`src/rtl/usb_tx_pkg.sv`:
```
// Shared types and constants for the USB transmit sequencer.
package usb_tx_pkg;

  // Field codes driven on field_sel; the shifter decodes these.
  typedef enum logic [2:0] {
    FLD_SYNC  = 3'd0,
    FLD_PID   = 3'd1,
    FLD_CRC5  = 3'd2,
    FLD_DATA  = 3'd3,
    FLD_CRC16 = 3'd4
  } field_t;

  typedef enum logic [1:0] {
    PKT_TOKEN = 2'd0,
    PKT_DATA  = 2'd1,
    PKT_HSK   = 2'd2
  } packet_t;

  typedef enum logic [2:0] {
    S_IDLE,
    S_LOAD,
    S_WAIT,
    S_EOP,
    S_GAP,
    S_DONE
  } state_t;

  // Transaction modes selected by the transaction layer.
  localparam logic [1:0] MODE_TOKEN = 2'd0;
  localparam logic [1:0] MODE_DATA  = 2'd1;
  localparam logic [1:0] MODE_FULL  = 2'd2;
  localparam logic [1:0] MODE_HSK   = 2'd3;

  localparam logic [7:0] SYNC_BYTE = 8'h80;
  localparam logic [3:0] PID_DATA0 = 4'b0011;
  localparam logic [3:0] PID_DATA1 = 4'b1011;
  localparam logic [3:0] PID_ACK   = 4'b0010;

  // On-wire PID byte: check nibble (complement) above the PID nibble.
  function automatic logic [7:0] pid_byte(input logic [3:0] pid);
    return {~pid, pid};
  endfunction

endpackage

```
`src/rtl/usb_tx_cycle_counter.sv`:
```
// Loadable down-counter used for both EOP and inter-packet gap timing.
module usb_tx_cycle_counter #(
  parameter int W = 2
) (
  input  logic         clk,
  input  logic         n_rst,
  input  logic         load,
  input  logic [W-1:0] load_val,
  output logic         last
);

  logic [W-1:0] count;

  // Reload on request, otherwise count down and park at zero.
  always_ff @(posedge clk or negedge n_rst) begin
    if (!n_rst)             count <= '0;
    else if (load)          count <= load_val;
    else if (count != '0)   count <= count - W'(1);
  end

  // Final cycle of the current interval.
  assign last = (count == W'(1));

endmodule

```
`src/rtl/usb_tx_sequencer.sv`:
```
// Host-side USB OUT/SETUP transaction sequencer: token, data, handshake.
// Drives one field load at a time and waits for the shifter's done strobe.
module usb_tx_sequencer
  import usb_tx_pkg::*;
#(
  parameter  int MAX_BYTES  = 8,
  parameter  int EOP_CYCLES = 2,
  parameter  int GAP_CYCLES = 2,
  localparam int CW = $clog2(MAX_BYTES + 1),
  localparam int IW = (MAX_BYTES > 1) ? $clog2(MAX_BYTES) : 1
) (
  input  logic          clk,
  input  logic          n_rst,
  input  logic          start,
  input  logic [1:0]    mode,
  input  logic [3:0]    tok_pid,
  input  logic [CW-1:0] byte_count,
  input  logic          abort,
  input  logic          toggle_clr,
  input  logic          shift_done,
  output logic          field_load,
  output logic [2:0]    field_sel,
  output logic [7:0]    tx_byte,
  output logic [IW-1:0] byte_idx,
  output logic          crc16_clear,
  output logic          eop_transmitting,
  output logic          idle_transmitting,
  output logic          busy,
  output logic          done,
  output logic          aborted,
  output logic          data_toggle
);

  localparam int TMAX = (EOP_CYCLES > GAP_CYCLES) ? EOP_CYCLES : GAP_CYCLES;
  localparam int TW   = $clog2(TMAX + 1);

  state_t        state;
  packet_t       pkt;
  field_t        fld;
  logic [CW-1:0] count_r;
  logic [IW-1:0] idx;
  logic [1:0]    mode_r;
  logic [3:0]    pid_r;
  logic          abort_flag;

  logic [CW-1:0] count_in;
  field_t        nxt_fld;
  logic [IW-1:0] nxt_idx;
  logic          seq_end;
  logic [7:0]    nxt_byte;
  logic          last_byte;
  packet_t       nxt_pkt;
  logic          more_pkts;
  logic          cnt_load;
  logic          cnt_last;
  logic [TW-1:0] cnt_val;

  // Payloads longer than the buffer are truncated to MAX_BYTES.
  assign count_in  = (byte_count > CW'(MAX_BYTES)) ? CW'(MAX_BYTES) : byte_count;
  assign last_byte = ((CW'(idx) + CW'(1)) == count_r);

  // Field ordering within the current packet; seq_end means the packet is complete.
  always_comb begin
    nxt_fld = fld;
    nxt_idx = idx;
    seq_end = 1'b0;
    case (fld)
      FLD_SYNC: nxt_fld = FLD_PID;
      FLD_PID: begin
        case (pkt)
          PKT_TOKEN: nxt_fld = FLD_CRC5;
          PKT_DATA: begin
            if (count_r == '0) begin
              nxt_fld = FLD_CRC16;
            end else begin
              nxt_fld = FLD_DATA;
              nxt_idx = '0;
            end
          end
          default: seq_end = 1'b1;
        endcase
      end
      FLD_DATA: begin
        if (last_byte) nxt_fld = FLD_CRC16;
        else           nxt_idx = idx + IW'(1);
      end
      default: seq_end = 1'b1;
    endcase
  end

  // Byte presented with the next load: only PID carries a byte from here (SYNC is fixed).
  always_comb begin
    nxt_byte = 8'h00;
    if (nxt_fld == FLD_PID) begin
      case (pkt)
        PKT_TOKEN: nxt_byte = pid_byte(pid_r);
        PKT_DATA:  nxt_byte = pid_byte(data_toggle ? PID_DATA1 : PID_DATA0);
        default:   nxt_byte = pid_byte(PID_ACK);
      endcase
    end
  end

  // Which packet follows the current one for the latched mode.
  always_comb begin
    more_pkts = 1'b0;
    nxt_pkt   = pkt;
    case (pkt)
      PKT_TOKEN: if (mode_r == MODE_DATA || mode_r == MODE_FULL) begin
        more_pkts = 1'b1;
        nxt_pkt   = PKT_DATA;
      end
      PKT_DATA: if (mode_r == MODE_FULL) begin
        more_pkts = 1'b1;
        nxt_pkt   = PKT_HSK;
      end
      default: more_pkts = 1'b0;
    endcase
  end

  // Counter holds EOP_CYCLES while outside EOP/GAP so the EOP interval starts
  // already loaded; the last EOP cycle reloads it with the gap length.
  assign cnt_load = !((state == S_EOP) || (state == S_GAP)) || ((state == S_EOP) && cnt_last);
  assign cnt_val  = (state == S_EOP) ? TW'(GAP_CYCLES) : TW'(EOP_CYCLES);

  usb_tx_cycle_counter #(.W(TW)) u_cnt (
    .clk      (clk),
    .n_rst    (n_rst),
    .load     (cnt_load),
    .load_val (cnt_val),
    .last     (cnt_last)
  );

  // Transaction FSM with registered outputs.
  always_ff @(posedge clk or negedge n_rst) begin
    if (!n_rst) begin
      state             <= S_IDLE;
      pkt               <= PKT_TOKEN;
      fld               <= FLD_SYNC;
      count_r           <= '0;
      idx               <= '0;
      mode_r            <= MODE_TOKEN;
      pid_r             <= 4'h0;
      abort_flag        <= 1'b0;
      field_load        <= 1'b0;
      field_sel         <= FLD_SYNC;
      tx_byte           <= 8'h00;
      byte_idx          <= '0;
      crc16_clear       <= 1'b0;
      eop_transmitting  <= 1'b0;
      idle_transmitting <= 1'b1;
      busy              <= 1'b0;
      done              <= 1'b0;
      aborted           <= 1'b0;
    end else begin
      field_load  <= 1'b0;
      crc16_clear <= 1'b0;
      done        <= 1'b0;
      aborted     <= 1'b0;
      case (state)
        S_IDLE: if (start) begin
          mode_r            <= mode;
          pid_r             <= tok_pid;
          count_r           <= count_in;
          pkt               <= (mode == MODE_HSK) ? PKT_HSK : PKT_TOKEN;
          fld               <= FLD_SYNC;
          idx               <= '0;
          abort_flag        <= 1'b0;
          state             <= S_LOAD;
          field_load        <= 1'b1;
          field_sel         <= FLD_SYNC;
          tx_byte           <= SYNC_BYTE;
          byte_idx          <= '0;
          busy              <= 1'b1;
          idle_transmitting <= 1'b0;
        end
        S_LOAD, S_WAIT: begin
          if (abort || (state == S_WAIT && shift_done && seq_end)) begin
            // Packet finished or cut short: straight into EOP.
            abort_flag       <= abort_flag | abort;
            state            <= S_EOP;
            eop_transmitting <= 1'b1;
            field_sel        <= FLD_SYNC;
            tx_byte          <= 8'h00;
            byte_idx         <= '0;
          end else if (state == S_LOAD) begin
            state <= S_WAIT;
          end else if (shift_done) begin
            state      <= S_LOAD;
            fld        <= nxt_fld;
            idx        <= nxt_idx;
            field_load <= 1'b1;
            field_sel  <= nxt_fld;
            tx_byte    <= nxt_byte;
            byte_idx   <= (nxt_fld == FLD_DATA) ? nxt_idx : '0;
          end
        end
        S_EOP: begin
          if (abort) abort_flag <= 1'b1;
          if (cnt_last) begin
            state             <= S_GAP;
            eop_transmitting  <= 1'b0;
            idle_transmitting <= 1'b1;
          end
        end
        S_GAP: begin
          if (abort) abort_flag <= 1'b1;
          if (cnt_last) begin
            idle_transmitting <= 1'b0;
            if (abort_flag || abort || !more_pkts) begin
              state   <= S_DONE;
              done    <= 1'b1;
              aborted <= abort_flag | abort;
            end else begin
              state       <= S_LOAD;
              pkt         <= nxt_pkt;
              fld         <= FLD_SYNC;
              idx         <= '0;
              field_load  <= 1'b1;
              field_sel   <= FLD_SYNC;
              tx_byte     <= SYNC_BYTE;
              byte_idx    <= '0;
              crc16_clear <= (nxt_pkt == PKT_DATA);
            end
          end
        end
        S_DONE: begin
          state             <= S_IDLE;
          busy              <= 1'b0;
          idle_transmitting <= 1'b1;
        end
        default: state <= S_IDLE;
      endcase
    end
  end

  // Data toggle: flips after a completed full transaction; clear always wins.
  always_ff @(posedge clk or negedge n_rst) begin
    if (!n_rst)
      data_toggle <= 1'b0;
    else if (toggle_clr)
      data_toggle <= 1'b0;
    else if (state == S_DONE && mode_r == MODE_FULL && !abort_flag)
      data_toggle <= ~data_toggle;
  end

endmodule

```
`config.mk`:
```
export PLATFORM = sky130hd
export DESIGN_NAME = usb_tx_sequencer
export DESIGN_NICKNAME = d
export VERILOG_FILES = /design/src/rtl/usb_tx_pkg.sv /design/src/rtl/usb_tx_cycle_counter.sv /design/src/rtl/usb_tx_sequencer.sv
export SDC_FILE = /design/constraint.sdc
export NUM_CORES = 1
export LEC_CHECK = 0
export BUFFER_PORTS_ARGS = -buffer_cell sky130_fd_sc_hd__buf_4
export CELL_PAD_IN_SITES_DETAIL_PLACEMENT = 0
export CELL_PAD_IN_SITES_GLOBAL_PLACEMENT = 1
export CORE_MARGIN = 5
export CORE_UTILIZATION = 39
export CTS_CLUSTER_DIAMETER = 30
export CTS_CLUSTER_SIZE = 10
export DETAILED_ROUTE_END_ITERATION = 12
export HOLD_SLACK_MARGIN = 0.02
export PLACE_DENSITY_LB_ADDON = 0.1
export REMOVE_ABC_BUFFERS = 1
export SYNTH_ARGS = -nofsm -noshare
export SYNTH_HDL_FRONTEND = slang
export SYNTH_SLANG_ARGS = --single-unit
export TNS_END_PERCENT = 1
```
`constraint.sdc`:
```
create_clock -name clk -period 2.1 [get_ports clk]
set_input_delay 0.21 -clock clk [delete_from_list [all_inputs] [get_ports clk]]
set_output_delay 0.21 -clock clk [all_outputs]
set_load 0.05 [all_outputs]
```
==> impl_metrics.py <==
metrics = {
    "pwr": {
        "power.switching_w": 0.00171,
        "power_frac_comb_pct": 49.2,
        "power_leakage_nw": 1.44,
        "powerDensity_mw_per_mm2": 1320,
        "pwr-share-seq_pct": 34.1,
        "power_w": 0.00398,
        "ir_drop_mv": 0.527,
        "power_frac_clock_pct": 16.8,
        "internal-power_w": 0.00227,
        "swShare_pct": 42.9,
    },
    "critical_path": {
        "crit_required_ns": 2.31,
        "arrival_ns": 2.16,
        "cp-start-kind": "flop",
        "cpMaxStageDelayCell": "a2111oi_4",
        "path_buf_inv": 2,
        "crit_type": "reg2reg",
        "cpLargestDelayFamily": "compound AO/OA/AOI/OAI gates",
        "cp_cell_sequence": "inv_1 -> ha_1 -> or2_2 -> a2111oi_4 -> buf_4 -> nor2_1 -> a311oi_1",
        "crit_fanout": 4,
        "rrSetupSlack_ns": 0.15,
        "cpPeakStageDelay_ns": 0.41,
        "reg2regPathDepth": 7,
        "rr_startpoint": "mode_r[0]",
        "endpoint_kind": "flop",
        "timing.rr.end": "pkt[0]",
        "crit_path_start": "mode_r[0]",
    },
    "floorplanning": {
        "start_util_pct": 40.6,
        "num_io_pins": 38,
        "dieArea_mm2": 0.00791,
        "die_x_um": 89.0,
        "rows": 28,
        "coreArea_mm2": 0.00599,
        "die_h_um": 89.0,
    },
    "yosys": {
        "synthCells": 253,
        "synthFlopType": "dfrtp_1",
        "ys_seq_area_share_pct": 47.4,
        "synth_warnings": 0,
        "ys_types": 59,
        "synth-async-reset-ratio_pct": 100,
        "syn_area_mm2": 0.00243,
        "synth_edf_count": 0,
        "syn_avg_cell_area_um2": 9.61,
        "synth_seq_cells": 46,
    },
    "clock_tree": {
        "root_buffer": "clkbuf_8",
        "postCtsResizedCells": 0,
        "htree_levels": 2,
        "post_cts.repair.setup_buffers": 0,
        "cts_sinks": 46,
        "holdBufCountCts": 1,
        "clkSlewWorstSetupHoldPaths_ns": 0.09,
        "cts_made_buffers": 5,
        "cts_tree": "done",
        "insertion_delay_ns": 0.30,
        "cts_buffer_depth": 2,
    },
    "timing": {
        "finalWorstSetupSlack_ns": 0.146,
        "fin_crit_sh_pct": 93.1,
        "setup_violations": 0,
        "slew_headroom_pct": 60.8,
        "tightestPinTransition_ns": 0.589,
        "setup-tns-final_ns": 0,
        "min_period_ns": 1.95,
        "final.setup_skew_ns": 0.00812,
        "slew_viol_final": 0,
        "clock.fmax_ghz": 0.512,
        "rsz0062_at_grt": "no",
        "hold_violations": 0,
    },
    "cells_and_area": {
        "nNetsFinal": 326,
        "nFillCells": 572,
        "antenna_cells": 0,
        "stdcell_area_mm2": 0.00302,
        "syn_to_final_growth_pct": 24.4,
        "final_core_util_pct": 50.5,
        "drive_gt1_share_pct": 27.0,
    },
    "place": {
        "placed_area_mm2": 0.00290,
        "place_congestion": 0.808,
        "dp_hpwl_mm": 4.36,
        "dp_slack_ns": 0.152,
        "portBuffers": 37,
    },
    "drt": {
        "remaining_drc_errors": 0,
        "viasPerCell": 5.17,
        "wire_per_inst_um": 15.2,
        "drt-pass1-iter-count": 4,
        "routed_wl_mm": 5.79,
        "via_count": 1976,
        "ant_nets": 0,
        "first_iter_violations": 77,
    },
    "global_route": {
        "grt.overflow.total": 0,
        "grt_antenna_before_repair": 0,
        "grt_max_degree": 47,
        "grt_pass1_vias": 2069,
        "track_usage_pct": 16.3,
        "grt_pass1_wl_mm": 10.1,
    },
    "hold_path": {
        "hold_path.startpoint": "toggle_clr",
        "hp-class": "in2reg",
        "worst_hold_path.num_cells": 2,
        "worstHoldEndpoint": "data_toggle",
    },
    "run": {
        "max-cap-violations": 0,
    },
    "outcome": {
        "status": "finished, final reports clean",
    },
}
[flip-flops by register name, summed over array words and instances (netlist names)]
signal             count
tx_byte                8
count_r                4
pid_r                  4
byte_idx               3
field_sel              3
fld                    3
idx                    3
state                  3
mode_r                 2
pkt                    2
u_cnt.count            2
abort_flag             1
aborted                1
busy                   1
crc16_clear            1
data_toggle            1
done                   1
eop_transmitting       1
field_load             1
idle_transmitting      1
[power groups by stage]
stage	clock network [W]	registers [W]	logic (W)
2_1_floorplan	0	0.00169	0.000960
3_3_place_gp	0	0.00137	0.00196
3_5_place_dp	0	0.00138	0.00197
4_1_cts	0.000692	0.00136	0.00198
5_1_grt	0.000730	0.00139	0.00216
6_report	0.000668	0.00136	0.00196
[worst max-delay path by stage]
stage                  end  slack, ns  depth (start not counted)
2_1_floorplan  byte_idx[1]       0.11                          6
3_3_place_gp        fld[0]       0.17                          6
3_5_place_dp   byte_idx[2]       0.15                          6
4_1_cts             pkt[0]       0.14                          7
5_1_grt             idx[2]      0.009                          7
6_report            pkt[0]       0.15                          7
[cells in the final DEF, fill, tap and decap left out, types with 2 or more instances in the layout]
cell type  netlist  routed
nand3_1          5       5
nor4_1           2       2
clkbuf_8         0       5
a311oi_1         2       2
nor2_1          17      17
nand3b_1         3       3
o22ai_1          6       6
o21ai_0         13      13
or3_4            2       2
xor2_1           4       4
inv_1           15      15
dfrtp_1         45      45
ha_1             4       4
a21oi_1         10      10
a32o_1           2       2
a22o_1          12      12
nand2b_1         6       6
o31ai_1          2       2
xnor2_1          3       3
a31oi_1          4       4
nand2_1         40      40
or2_2            2       2
mux2i_1          2       2
buf_4            0      58
a21o_1           2       2
nor3_1           6       6
[synthesized netlist by cell type, types with 3 or more instances]
master / instances / area share (%)
nand2b_1: 6 / 1.5
nor3_1: 6 / 1.2
ha_1: 4 / 2.1
o22ai_1: 6 / 1.5
o21ai_0: 13 / 2.7
a21oi_1: 10 / 2.1
nand3b_1: 3 / 0.93
nor2_1: 17 / 2.6
nand2_1: 40 / 6.2
xnor2_1: 3 / 1.1
clkbuf_1: 8 / 1.2
a31oi_1: 4 / 1.0
nand3_1: 5 / 1.0
inv_1: 15 / 2.3
a22o_1: 12 / 4.3
xor2_1: 4 / 1.4
dfrtp_1: 45 / 46
[per-layer routing]
| layer | vias up | part of all wire, % | track usage, % |
|---|---|---|---|
| li1 | 1008 | - | - |
| met1 | 926 | 48 | 22.0 |
| met2 | 32 | 46 | 26.1 |
| met3 | 10 | 3.4 | 3.13 |
| met4 | 0 | 2.2 | 6.22 |
| met5 | - | 0 | 0 |
[stage by stage]
step / std cells / hold WS [ns]
detailed placement: 373 / 0.258
global route: 382 / 0.0340
floorplan: 240 / -0.0856
global placement: 373 / 0.259
CTS: 382 / 0.0348
finish: 382 / 0.0469
[logic make-up after synthesis]
family / Yosys count / share of synthesized area, %
muxes: 2 / 0.824
adders and majority gates: 4 / 2.06
buffers and inverters: 28 / 4.73
and+or+nand+nor: 97 / 21.3
DFF: 46 / 47.4
xor gates and xnor gates: 7 / 2.52
AOI/OAI and AO/OA: 69 / 21.2
[cell type report]
cell class                      instances  area (µm²)  share of cell area [%]
Clock inverter                          3        43.8                    1.45
Timing Repair Buffer                   59         445                    14.7
Inverter                               15        56.3                    1.86
Sequential cell                        46        1150                    38.1
Tap cell                               75        93.8                    3.10
Clock buffer                            5        68.8                    2.28
Multi-Input combinational cell        179        1160                    38.5
No activity file was read; power rests on OpenSTA's default activity.
